===== config.mk =====
export PLATFORM = sky130hd
export DESIGN_NAME = mem_copy_engine_flat
export DESIGN_NICKNAME = d
export VERILOG_FILES = /design/src/rtl/mem_copy_pkg.sv /design/src/rtl/mem_copy_engine_if.sv /design/src/rtl/mem_copy_engine.sv /design/src/flat_wrapper.sv
export SDC_FILE = /design/constraint.sdc
export NUM_CORES = 1
export LEC_CHECK = 0
export CORE_MARGIN = 1.5
export CORE_UTILIZATION = 28
export CTS_CLUSTER_SIZE = 14
export DETAILED_ROUTE_END_ITERATION = 10
export GPL_ROUTABILITY_DRIVEN = 0
export HOLD_SLACK_MARGIN = 0.12
export PLACE_DENSITY = 0.56
export SLEW_MARGIN = 20
export SYNTH_ARGS = -nofsm -noshare
export SYNTH_HDL_FRONTEND = slang
export SYNTH_SLANG_ARGS = --single-unit

===== constraint.sdc =====
create_clock -name clk -period 2.4 [get_ports clk]
set_input_delay 0.24 -clock clk [delete_from_list [all_inputs] [get_ports clk]]
set_output_delay 0.24 -clock clk [all_outputs]
set_load 0.03 [all_outputs]

===== src/rtl/mem_copy_pkg.sv =====
// Shared definitions for the block-copy engine, the data memory and the processor top.
// One place for the address/data widths and the engine state encoding.
package mem_copy_pkg;

    localparam int unsigned MC_AW    = 8;
    localparam int unsigned MC_DW    = 8;
    localparam int unsigned MC_DEPTH = 1 << MC_AW;

    typedef enum logic [1:0] {
        IDLE  = 2'd0,
        READ  = 2'd1,
        WRITE = 2'd2,
        DONE  = 2'd3
    } copy_state_t;

    // Modulo-2^MC_AW offset from a base address; wrap 255->0 falls out of the width.
    function automatic logic [MC_AW-1:0] mc_offset_addr(
        input logic [MC_AW-1:0] base,
        input logic [MC_AW-1:0] offset
    );
        return base + offset;
    endfunction

endpackage : mem_copy_pkg


===== src/rtl/mem_copy_engine_if.sv =====
// Single address/data/write-enable port of the 256x8 data memory.
// The copy engine drives it as master; the memory is the slave.
interface mem_copy_engine_if #(
    parameter int unsigned AW = 8,
    parameter int unsigned DW = 8
) ();

    logic [AW-1:0] mem_addr;
    logic [DW-1:0] mem_dat_in;
    logic          mem_wr_en;
    logic [DW-1:0] mem_dat_out;

    modport master (
        output mem_addr,
        output mem_dat_in,
        output mem_wr_en,
        input  mem_dat_out
    );

    modport slave (
        input  mem_addr,
        input  mem_dat_in,
        input  mem_wr_en,
        output mem_dat_out
    );

endinterface : mem_copy_engine_if


===== src/rtl/mem_copy_engine.sv =====
// Block-copy engine owning the data memory port: CPU pass-through when idle,
// ascending READ/WRITE byte copy from src to dst when started.
module mem_copy_engine
    import mem_copy_pkg::*;
#(
    parameter int unsigned AW = MC_AW,
    parameter int unsigned DW = MC_DW
) (
    input  logic          clk,
    input  logic          reset_n,
    input  logic          start,
    input  logic [AW-1:0] src,
    input  logic [AW-1:0] dst,
    input  logic [AW-1:0] len,
    input  logic [AW-1:0] cpu_addr,
    input  logic [DW-1:0] cpu_dat,
    input  logic          cpu_wr_en,
    output logic [DW-1:0] cpu_dat_out,
    output logic          busy,
    output logic          done,
    mem_copy_engine_if.master mem_bus
);

    copy_state_t   state_q;
    logic [AW-1:0] src_q;
    logic [AW-1:0] dst_q;
    logic [AW-1:0] len_q;
    logic [AW-1:0] i_q;
    logic [DW-1:0] buf_q;
    logic          busy_q;
    logic          done_q;

    logic [AW-1:0] i_d;
    logic          last_s;
    logic [AW-1:0] rd_addr_s;
    logic [AW-1:0] wr_addr_s;

    // Index increment, last-byte detect and wrapping source/destination addresses.
    always_comb begin
        i_d       = i_q + AW'(1);
        last_s    = (i_d == len_q);
        rd_addr_s = src_q + i_q;
        wr_addr_s = dst_q + i_q;
    end

    // Memory port mux: engine owns the port in READ/WRITE, processor otherwise.
    assign mem_bus.mem_addr   = (state_q == READ)  ? rd_addr_s :
                                (state_q == WRITE) ? wr_addr_s : cpu_addr;
    assign mem_bus.mem_dat_in = (state_q == WRITE) ? buf_q : cpu_dat;
    assign mem_bus.mem_wr_en  = (state_q == WRITE) ? 1'b1 :
                                (state_q == READ)  ? 1'b0 : cpu_wr_en;

    assign cpu_dat_out = mem_bus.mem_dat_out;
    assign busy        = busy_q;
    assign done        = done_q;

    // Copy FSM with registered busy/done; reset aborts any copy in flight.
    always_ff @(posedge clk) begin
        if (!reset_n) begin
            state_q <= IDLE;
            src_q   <= '0;
            dst_q   <= '0;
            len_q   <= '0;
            i_q     <= '0;
            buf_q   <= '0;
            busy_q  <= 1'b0;
            done_q  <= 1'b0;
        end else begin
            done_q <= 1'b0;
            case (state_q)
                IDLE: begin
                    if (start) begin
                        if (len != '0) begin
                            src_q   <= src;
                            dst_q   <= dst;
                            len_q   <= len;
                            i_q     <= '0;
                            busy_q  <= 1'b1;
                            state_q <= READ;
                        end else begin
                            done_q  <= 1'b1;
                            state_q <= DONE;
                        end
                    end else begin
                        state_q <= IDLE;
                    end
                end
                READ: begin
                    buf_q   <= mem_bus.mem_dat_out;
                    state_q <= WRITE;
                end
                WRITE: begin
                    i_q <= i_d;
                    if (last_s) begin
                        busy_q  <= 1'b0;
                        done_q  <= 1'b1;
                        state_q <= DONE;
                    end else begin
                        state_q <= READ;
                    end
                end
                DONE: begin
                    state_q <= IDLE;
                end
                default: begin
                    busy_q  <= 1'b0;
                    state_q <= IDLE;
                end
            endcase
        end
    end

endmodule : mem_copy_engine


===== src/flat_wrapper.sv =====
// flat-port wrapper written by rule: the top's interface ports become plain ports
module mem_copy_engine_flat import mem_copy_pkg::*;
#(
    parameter int unsigned AW = MC_AW,
    parameter int unsigned DW = MC_DW
)
  (clk, reset_n, start, src, dst, len, cpu_addr, cpu_dat, cpu_wr_en, cpu_dat_out, busy, done, mem_bus_mem_addr, mem_bus_mem_dat_in, mem_bus_mem_wr_en, mem_bus_mem_dat_out);
  mem_copy_engine_if #(.AW(AW), .DW(DW)) mem_bus_i ();
  input  logic clk;
  input  logic reset_n;
  input  logic start;
  input  logic [AW-1:0] src;
  input  logic [AW-1:0] dst;
  input  logic [AW-1:0] len;
  input  logic [AW-1:0] cpu_addr;
  input  logic [DW-1:0] cpu_dat;
  input  logic cpu_wr_en;
  output logic [DW-1:0] cpu_dat_out;
  output logic busy;
  output logic done;
  output wire logic [$bits(mem_bus_i.mem_addr)-1:0] mem_bus_mem_addr;
  output wire logic [$bits(mem_bus_i.mem_dat_in)-1:0] mem_bus_mem_dat_in;
  output wire logic [$bits(mem_bus_i.mem_wr_en)-1:0] mem_bus_mem_wr_en;
  input wire logic [$bits(mem_bus_i.mem_dat_out)-1:0] mem_bus_mem_dat_out;
  assign mem_bus_mem_addr = mem_bus_i.mem_addr;
  assign mem_bus_mem_dat_in = mem_bus_i.mem_dat_in;
  assign mem_bus_mem_wr_en = mem_bus_i.mem_wr_en;
  assign mem_bus_i.mem_dat_out = mem_bus_mem_dat_out;
  mem_copy_engine #(.AW(AW), .DW(DW)) u_core (.clk(clk), .reset_n(reset_n), .start(start), .src(src), .dst(dst), .len(len), .cpu_addr(cpu_addr), .cpu_dat(cpu_dat), .cpu_wr_en(cpu_wr_en), .cpu_dat_out(cpu_dat_out), .busy(busy), .done(done), .mem_bus(mem_bus_i));
endmodule

==> impl_metrics.env, run 1 <==
export IMPL_routed_wl_um=8191
export IMPL_fillers=1052
export IMPL_seq_area_frac_synth_pct=29.47
export IMPL_leakage_nw=1.669
export IMPL_worst_pin_slew_ns=0.8780
export IMPL_multi_input_area_um2=2024
export IMPL_async_flop_share_pct=0
export IMPL_ctsHoldBuffers=0
export IMPL_worstSetupEndpointType="output pin"
export IMPL_ir_drop_mv=0.2332
export IMPL_clock_path_buffers=2
export IMPL_cts_tree="done"
export IMPL_violations="setup timing"
export IMPL_min_from="u_core.buf_q[0]"
export IMPL_grt_pass1_vias=2780
export IMPL_clock_latency_ns=0.30
export IMPL_dr_pass1_iters=5
export IMPL_n_antenna_cell=0
export IMPL_reg2reg_from="u_core.i_q[0]"
export IMPL_timing_final_ws_setup_ns=-0.1163
export IMPL_viasPerCell=4.842
export IMPL_cts_sinks=44
export IMPL_syn_to_final_growth_pct=40.85
export IMPL_maxSlewHeadroom_pct=41.15
export IMPL_syn_avg_cell_area_um2=7.625
export IMPL_route_detailed_drc=0
export IMPL_fin_skew_ns=0.008658
export IMPL_postRouteAntennaNets=0
export IMPL_whs_ns=0.4649
export IMPL_synthesis_nets=461
export IMPL_hold_violations=0
export IMPL_grt_remaining_overflow=0
export IMPL_ctsHtreeMaxLevel=2
export IMPL_setup_tns_ns=-0.1753
export IMPL_startpoint_type="flip-flop"
export IMPL_final_nets=540
export IMPL_cts_buffers=5
export IMPL_yosys_top_cells_area="dfxtp_1 29%, nand2_1 13%, ha_1 6.3%"
export IMPL_dp_hpwl_um=6256
export IMPL_synth_edf_count=0
export IMPL_place_area_um2=3882
export IMPL_cp_slowest_cell="dfxtp_4"
export IMPL_slew_violations=0
export IMPL_rsz0062_at_grt="yes"
export IMPL_coreArea_um2=10320
export IMPL_cp_arrival_ns=2.28
export IMPL_synthCells=392
export IMPL_final_cell_mix="100 x nand2_1, 63 x clkdlybuf4s50_1, 37 x dfxtp_1"
export IMPL_seqCellArea_um2=892.1
export IMPL_grt_pass1_wl_um=13630
export IMPL_worstSetupPathType="flip-flop to output pin"
export IMPL_fin_crit_sh_pct=104.8
export IMPL_fin_crit_ns=2.516
export IMPL_required_ns=2.16
export IMPL_vias=2939
export IMPL_powerDensity_nw_per_um2=469.0
export IMPL_r2r_end="u_core.done"
export IMPL_worst_path_buf_inv=2
export IMPL_synthFlopType="dfxtp_1"
export IMPL_cp_cell_sequence="ha_4, inv_2, fa_2, nor2b_2, o21ai_2, o21ai_1, xor2_1, mux2i_1, o211ai_1, buf_4"
export IMPL_ys_ff_latch=44
export IMPL_fmax_ghz=0.3974
export IMPL_die_w_um=106.3
export IMPL_port_buffer_count=78
export IMPL_clk_pin_slew_ns=0.09
export IMPL_setup_viol=2
export IMPL_drive_gt1_share_pct=16.99
export IMPL_final_common_cell="nand2_1"
export IMPL_start_util_pct=28.95
export IMPL_r2r_setup_slack_ns=0.22
export IMPL_status="finished, violations left"
export IMPL_synth_warnings=0
export IMPL_r2r_cells=9
export IMPL_die_area_um2=11300
export IMPL_crit_family="adder cells"
export IMPL_hold_path_cell_count=2
export IMPL_antenna_found_initial=0
export IMPL_ioPinCount=79
export IMPL_fp_dieH_um=106.3
export IMPL_drt_initial_drc_count=132
export IMPL_synth_cell_types=52
export IMPL_holdCritPathClass="flip-flop to flip-flop"
export IMPL_min_to="u_core.buf_q[0]"
export IMPL_synth_top_area_share_pct=29.47
export IMPL_synth_area_um2=2989
export IMPL_cts_root_buffer="clkbuf_8"
export IMPL_yosys_area_top_type="dfxtp_1"
export IMPL_cp_slowest_stage_delay_ns=0.38
export IMPL_row_count=37
export IMPL_fin_area_um2=4210
export IMPL_final_cell_count_no_fill=607
export IMPL_track_usage_pct=14.76
export IMPL_avgRoutedWirePerCell_um=13.49
export IMPL_placedCellCount=593
export IMPL_grt_max_degree=27
export IMPL_worst_path_max_fanout=3
export IMPL_max_cap_violations=0
[routing by layer]
| metal | part of all wire [%] | track usage [%] | vias up |
|---|---|---|---|
| met5 | 0 | 0 | - |
| met4 | 0.93 | 3.668 | 0 |
| met3 | 5.5 | 3.127 | 7 |
| met2 | 48 | 24.84 | 78 |
| met1 | 46 | 19.13 | 1355 |
| li1 | - | - | 1499 |
[cells in the mapped netlist (3+ instances only)]
| cell type | n |
|---|---|
| and2_1 | 3 |
| buf_4 | 11 |
| dfxtp_1 | 44 |
| a21o_1 | 4 |
| mux2i_1 | 5 |
| a21oi_1 | 18 |
| nor2_1 | 15 |
| a21boi_0 | 17 |
| nor2b_1 | 10 |
| inv_1 | 10 |
| clkbuf_1 | 14 |
| o21ai_0 | 16 |
| or3_1 | 3 |
| xnor2_1 | 11 |
| a21boi_1 | 21 |
| nand3_1 | 7 |
| a211oi_1 | 6 |
| xor2_1 | 7 |
| nand2_1 | 100 |
| ha_1 | 15 |
| nand2b_1 | 4 |
| nor3_1 | 11 |
[power breakdown]
group          leakage, nW  total [mW]  switching, mW  internal, mW
logic                 1.24       0.504          0.263         0.241
clock network       0.0642       0.672          0.262         0.410
registers            0.363       0.799         0.0318         0.767
total                 1.67        1.97          0.557          1.42
[repair_timing]
action                                  in CTS  in global routing
resized for setup                           30                 13
setup buffers                                7                  0
pin swaps                                   14                  9
endpoints found under the setup margin       5                  6
[per-stage QoR]
stage                     power, mW  setup slack, ns  utilization (%)
final                         1.974          -0.1163            40.78
after detailed placement      1.306         -0.04168            37.61
after global routing          2.069          -0.1927            40.78
after global placement        1.302          0.02391            37.61
after floorplan               1.095          0.03391                -
after CTS                     1.989          -0.1592            40.40
[flip-flops by register name, summed over array words and instances, names as in the netlist]
| register | cells |
|---|---|
| u_core.buf_q | 8 |
| u_core.dst_q | 8 |
| u_core.i_q | 8 |
| u_core.len_q | 8 |
| u_core.src_q | 8 |
| u_core.state_q | 2 |
| u_core.busy | 1 |
| u_core.done | 1 |
[area by class of cell]
cell class,instances,share of cell area (%)
tap,136,4.042
clock buffer,5,1.634
timing repair buffer,102,22.73
sequential,44,21.19
multi-input combinational,308,48.08
clock inverter,2,1.426
inverter,10,0.8915
[cells by family after synthesis]
group	Yosys count	share of synthesized area (%)
AOI/OAI and AO/OA	100	23.40
muxes	5	1.674
buffers and inverters	40	6.739
adders and majority gates	18	7.953
DFF	44	29.47
xor gates and xnor gates	18	5.274
and+or+nand+nor	167	25.49
[worst min-delay path, delay by kind of cell, from the launching register on]
kind	cells	cell delay (ns)
flops	1	0.32
compound gates	1	0.06
simple gates	1	0.04
[worst max path at each step]
stage | start | to | depth (start not counted)
detailed placement | u_core.i_q[1] | mem_bus_mem_addr[6] | 9
floorplan | u_core.i_q[0] | mem_bus_mem_addr[6] | 9
global placement | u_core.i_q[1] | mem_bus_mem_addr[6] | 9
CTS | u_core.i_q[1] | mem_bus_mem_addr[6] | 9
finish | u_core.i_q[0] | mem_bus_mem_addr[6] | 10
global route | u_core.i_q[0] | mem_bus_mem_addr[6] | 10
(Power assumes the default switching activity.)
==> run 2, diff against run 1 <==
- ABC_AREA: unset -> 0
- SETUP_SLACK_MARGIN: unset -> 0.3
==> run 2 against run 1 <==
  * The flow still finishes with violations (setup timing)
  * Flip-flop and latch count unchanged
  * Power down 6.4%
  * Setup slack worse by 0.031 ns
  * Cell area up 0.42%
  * Critical endpoint unchanged
  * Worst hold slack better by 0.00078 ns
==> impl_metrics.env, run 2 (synthesized netlist as in run 1, its figures left out) <==
export IMPL_status="finished, violations left"
export IMPL_violations="setup timing"
export IMPL_fillers=1038
export IMPL_cts_buffers=5
export IMPL_p_int_mw=1.271
export IMPL_routed_top_layer="met4"
export IMPL_postRouteAntennaNets=0
export IMPL_p_clk_share_pct=29.4
export IMPL_cts_sinks=44
export IMPL_startpoint_type="flip-flop"
export IMPL_drive_gt1_share_pct=18.98
export IMPL_p_sw_share_pct=31.25
export IMPL_clock_latency_ns=0.31
export IMPL_hold_violations=0
export IMPL_worst_pin_slew_ns=0.6807
export IMPL_fin_crit_ns=2.548
export IMPL_clock_path_buffers=2
export IMPL_final_cell_mix="99 x nand2_1, 61 x clkdlybuf4s50_1, 38 x dfxtp_1"
export IMPL_max_cap_violations=0
export IMPL_track_usage_pct=15.60
export IMPL_hold_path_cell_count=2
export IMPL_reg2reg_from="u_core.i_q[1]"
export IMPL_met3WireLength_um=445
export IMPL_routed_wl_um=8455
export IMPL_startpoint="u_core.i_q[0]"
export IMPL_worst_path_max_fanout=3
export IMPL_clk_pin_slew_ns=0.09
export IMPL_wl_met2_um=4030
export IMPL_fp_dieH_um=106.3
export IMPL_grt_pass1_wl_um=14150
export IMPL_p_comb_share_pct=27.3
export IMPL_worstSetupEndpointType="output pin"
export IMPL_port_buffer_count=78
export IMPL_cts_tree="done"
export IMPL_rsz0062_at_grt="yes"
export IMPL_grt_remaining_overflow=0
export IMPL_ctsHtreeMaxLevel=2
export IMPL_syn_to_final_growth_pct=41.44
export IMPL_fin_crit_sh_pct=106.2
export IMPL_start_util_pct=28.95
export IMPL_avgRoutedWirePerCell_um=13.98
export IMPL_required_ns=2.16
export IMPL_viasPerCell=4.777
export IMPL_powerDensity_nw_per_um2=437.3
export IMPL_ioPinCount=79
export IMPL_min_from="u_core.buf_q[1]"
export IMPL_slew_violations=0
export IMPL_n_antenna_cell=0
export IMPL_cts_root_buffer="clkbuf_8"
export IMPL_place_ws_ns=0.08113
export IMPL_r2r_cells=9
export IMPL_row_count=37
export IMPL_final_core_util_pct=40.95
export IMPL_route_detailed_drc=0
export IMPL_die_w_um=106.3
export IMPL_fmax_ghz=0.3925
export IMPL_setup_viol=1
export IMPL_multi_input_area_um2=2103
export IMPL_vias=2890
export IMPL_switching_power_mw=0.5777
export IMPL_die_area_um2=11300
export IMPL_worstSetupPathType="flip-flop to output pin"
export IMPL_r2r_setup_slack_ns=0.36
export IMPL_grt_pass1_vias=2851
export IMPL_antenna_found_initial=0
export IMPL_drt_initial_drc_count=119
export IMPL_timing_final_ws_setup_ns=-0.1476
export IMPL_dr_pass1_iters=4
export IMPL_grt_max_degree=22
export IMPL_ir_drop_mv=0.2147
export IMPL_holdCritPathClass="flip-flop to flip-flop"
export IMPL_final_nets=537
export IMPL_min_to="u_core.buf_q[1]"
export IMPL_wl_met1_um=3855
export IMPL_seqCellArea_um2=893.4
export IMPL_coreArea_um2=10320
export IMPL_final_common_cell="nand2_1"
export IMPL_cp_arrival_ns=2.31
export IMPL_maxSlewHeadroom_pct=54.48
export IMPL_leakage_nw=1.664
export IMPL_pwr_share_seq_pct=43.2
export IMPL_dp_hpwl_um=6403
export IMPL_fin_skew_ns=0.008363
export IMPL_r2r_end="u_core.done"
-- run 2: cell count changes in the layout (fill, tap and decap cells not counted), moves of 2 or more --
cell	change
ha_4	+2
bufinv_16	-2
nor2b_2	+2
nand2b_1	-2
o21ai_1	+3
ha_1	-2
xnor2_1	-2
dfxtp_2	-2
o21ai_0	-3
dlygate4sd2_1	+2
clkdlybuf4s50_1	-2
-- run 2: metrics by stage --
step / hold slack [ns] / power (mW) / setup TNS (ns) / cell area (um^2) / instances
floorplan: 0.3748 / 1.098 / 0 / 3028 / 392
global placement: 0.4516 / 1.302 / 0 / 3895 / 591
detailed placement: 0.4570 / 1.310 / 0 / 3895 / 591
CTS: 0.4687 / 1.861 / -0.1151 / 4172 / 605
global route: 0.4732 / 1.947 / -0.3801 / 4228 / 605
finish: 0.4657 / 1.849 / -0.1476 / 4228 / 605
-- run 2: power by group through the flow --
stage / combinational (mW) / sequential, mW / clock [mW]
after global placement: 0.488 / 0.814 / 0
after CTS: 0.505 / 0.799 / 0.557
after global routing: 0.554 / 0.804 / 0.590
final: 0.506 / 0.799 / 0.544
after floorplan: 0.292 / 0.806 / 0
after detailed placement: 0.495 / 0.815 / 0
-- run 2: layer usage --
| metal | vias to the layer above | global-route usage [%] |
|---|---|---|
| met4 | 0 | 4.344 |
| li1 | 1490 | - |
| met5 | - | 0 |
| met3 | 10 | 2.575 |
| met1 | 1312 | 20.34 |
| met2 | 78 | 26.45 |
-- run 2: worst max-delay path by stage --
stage                                     end  cells past startpoint
after global placement    mem_bus_mem_addr[6]                      9
after detailed placement  mem_bus_mem_addr[6]                      9
final                     mem_bus_mem_addr[6]                     10
after CTS                 mem_bus_mem_addr[6]                     10
after global routing      mem_bus_mem_addr[6]                     10
after floorplan           mem_bus_mem_addr[6]                      9
-- run 2: critical path, stage by stage, from the launching register on --
cell and delay (ns):
dfxtp_4 0.39, ha_4 0.14, inv_2 0.03, fa_2 0.34, nor2b_2 0.18, o21ai_2 0.09
a21boi_2 0.18, nor4_1 0.08, a311o_1 0.28, o211ai_1 0.10, buf_4 0.19
-- run 2: area by class of cell --
| class | count | area share [%] |
|---|---|---|
| timing repair buffer | 99 | 21.69 |
| clock inverter | 2 | 0.2959 |
| tap | 136 | 4.025 |
| multi-input combinational | 308 | 49.75 |
| clock buffer | 6 | 2.220 |
| sequential | 44 | 21.13 |
| inverter | 10 | 0.8878 |
-- run 2: timing repair --
item                       4_1_cts  5_1_grt
hold buffers                     0        0
resized for setup               44       15
setup endpoints to repair       12       25
buffers inserted                 6        0
pin swaps                       23       16
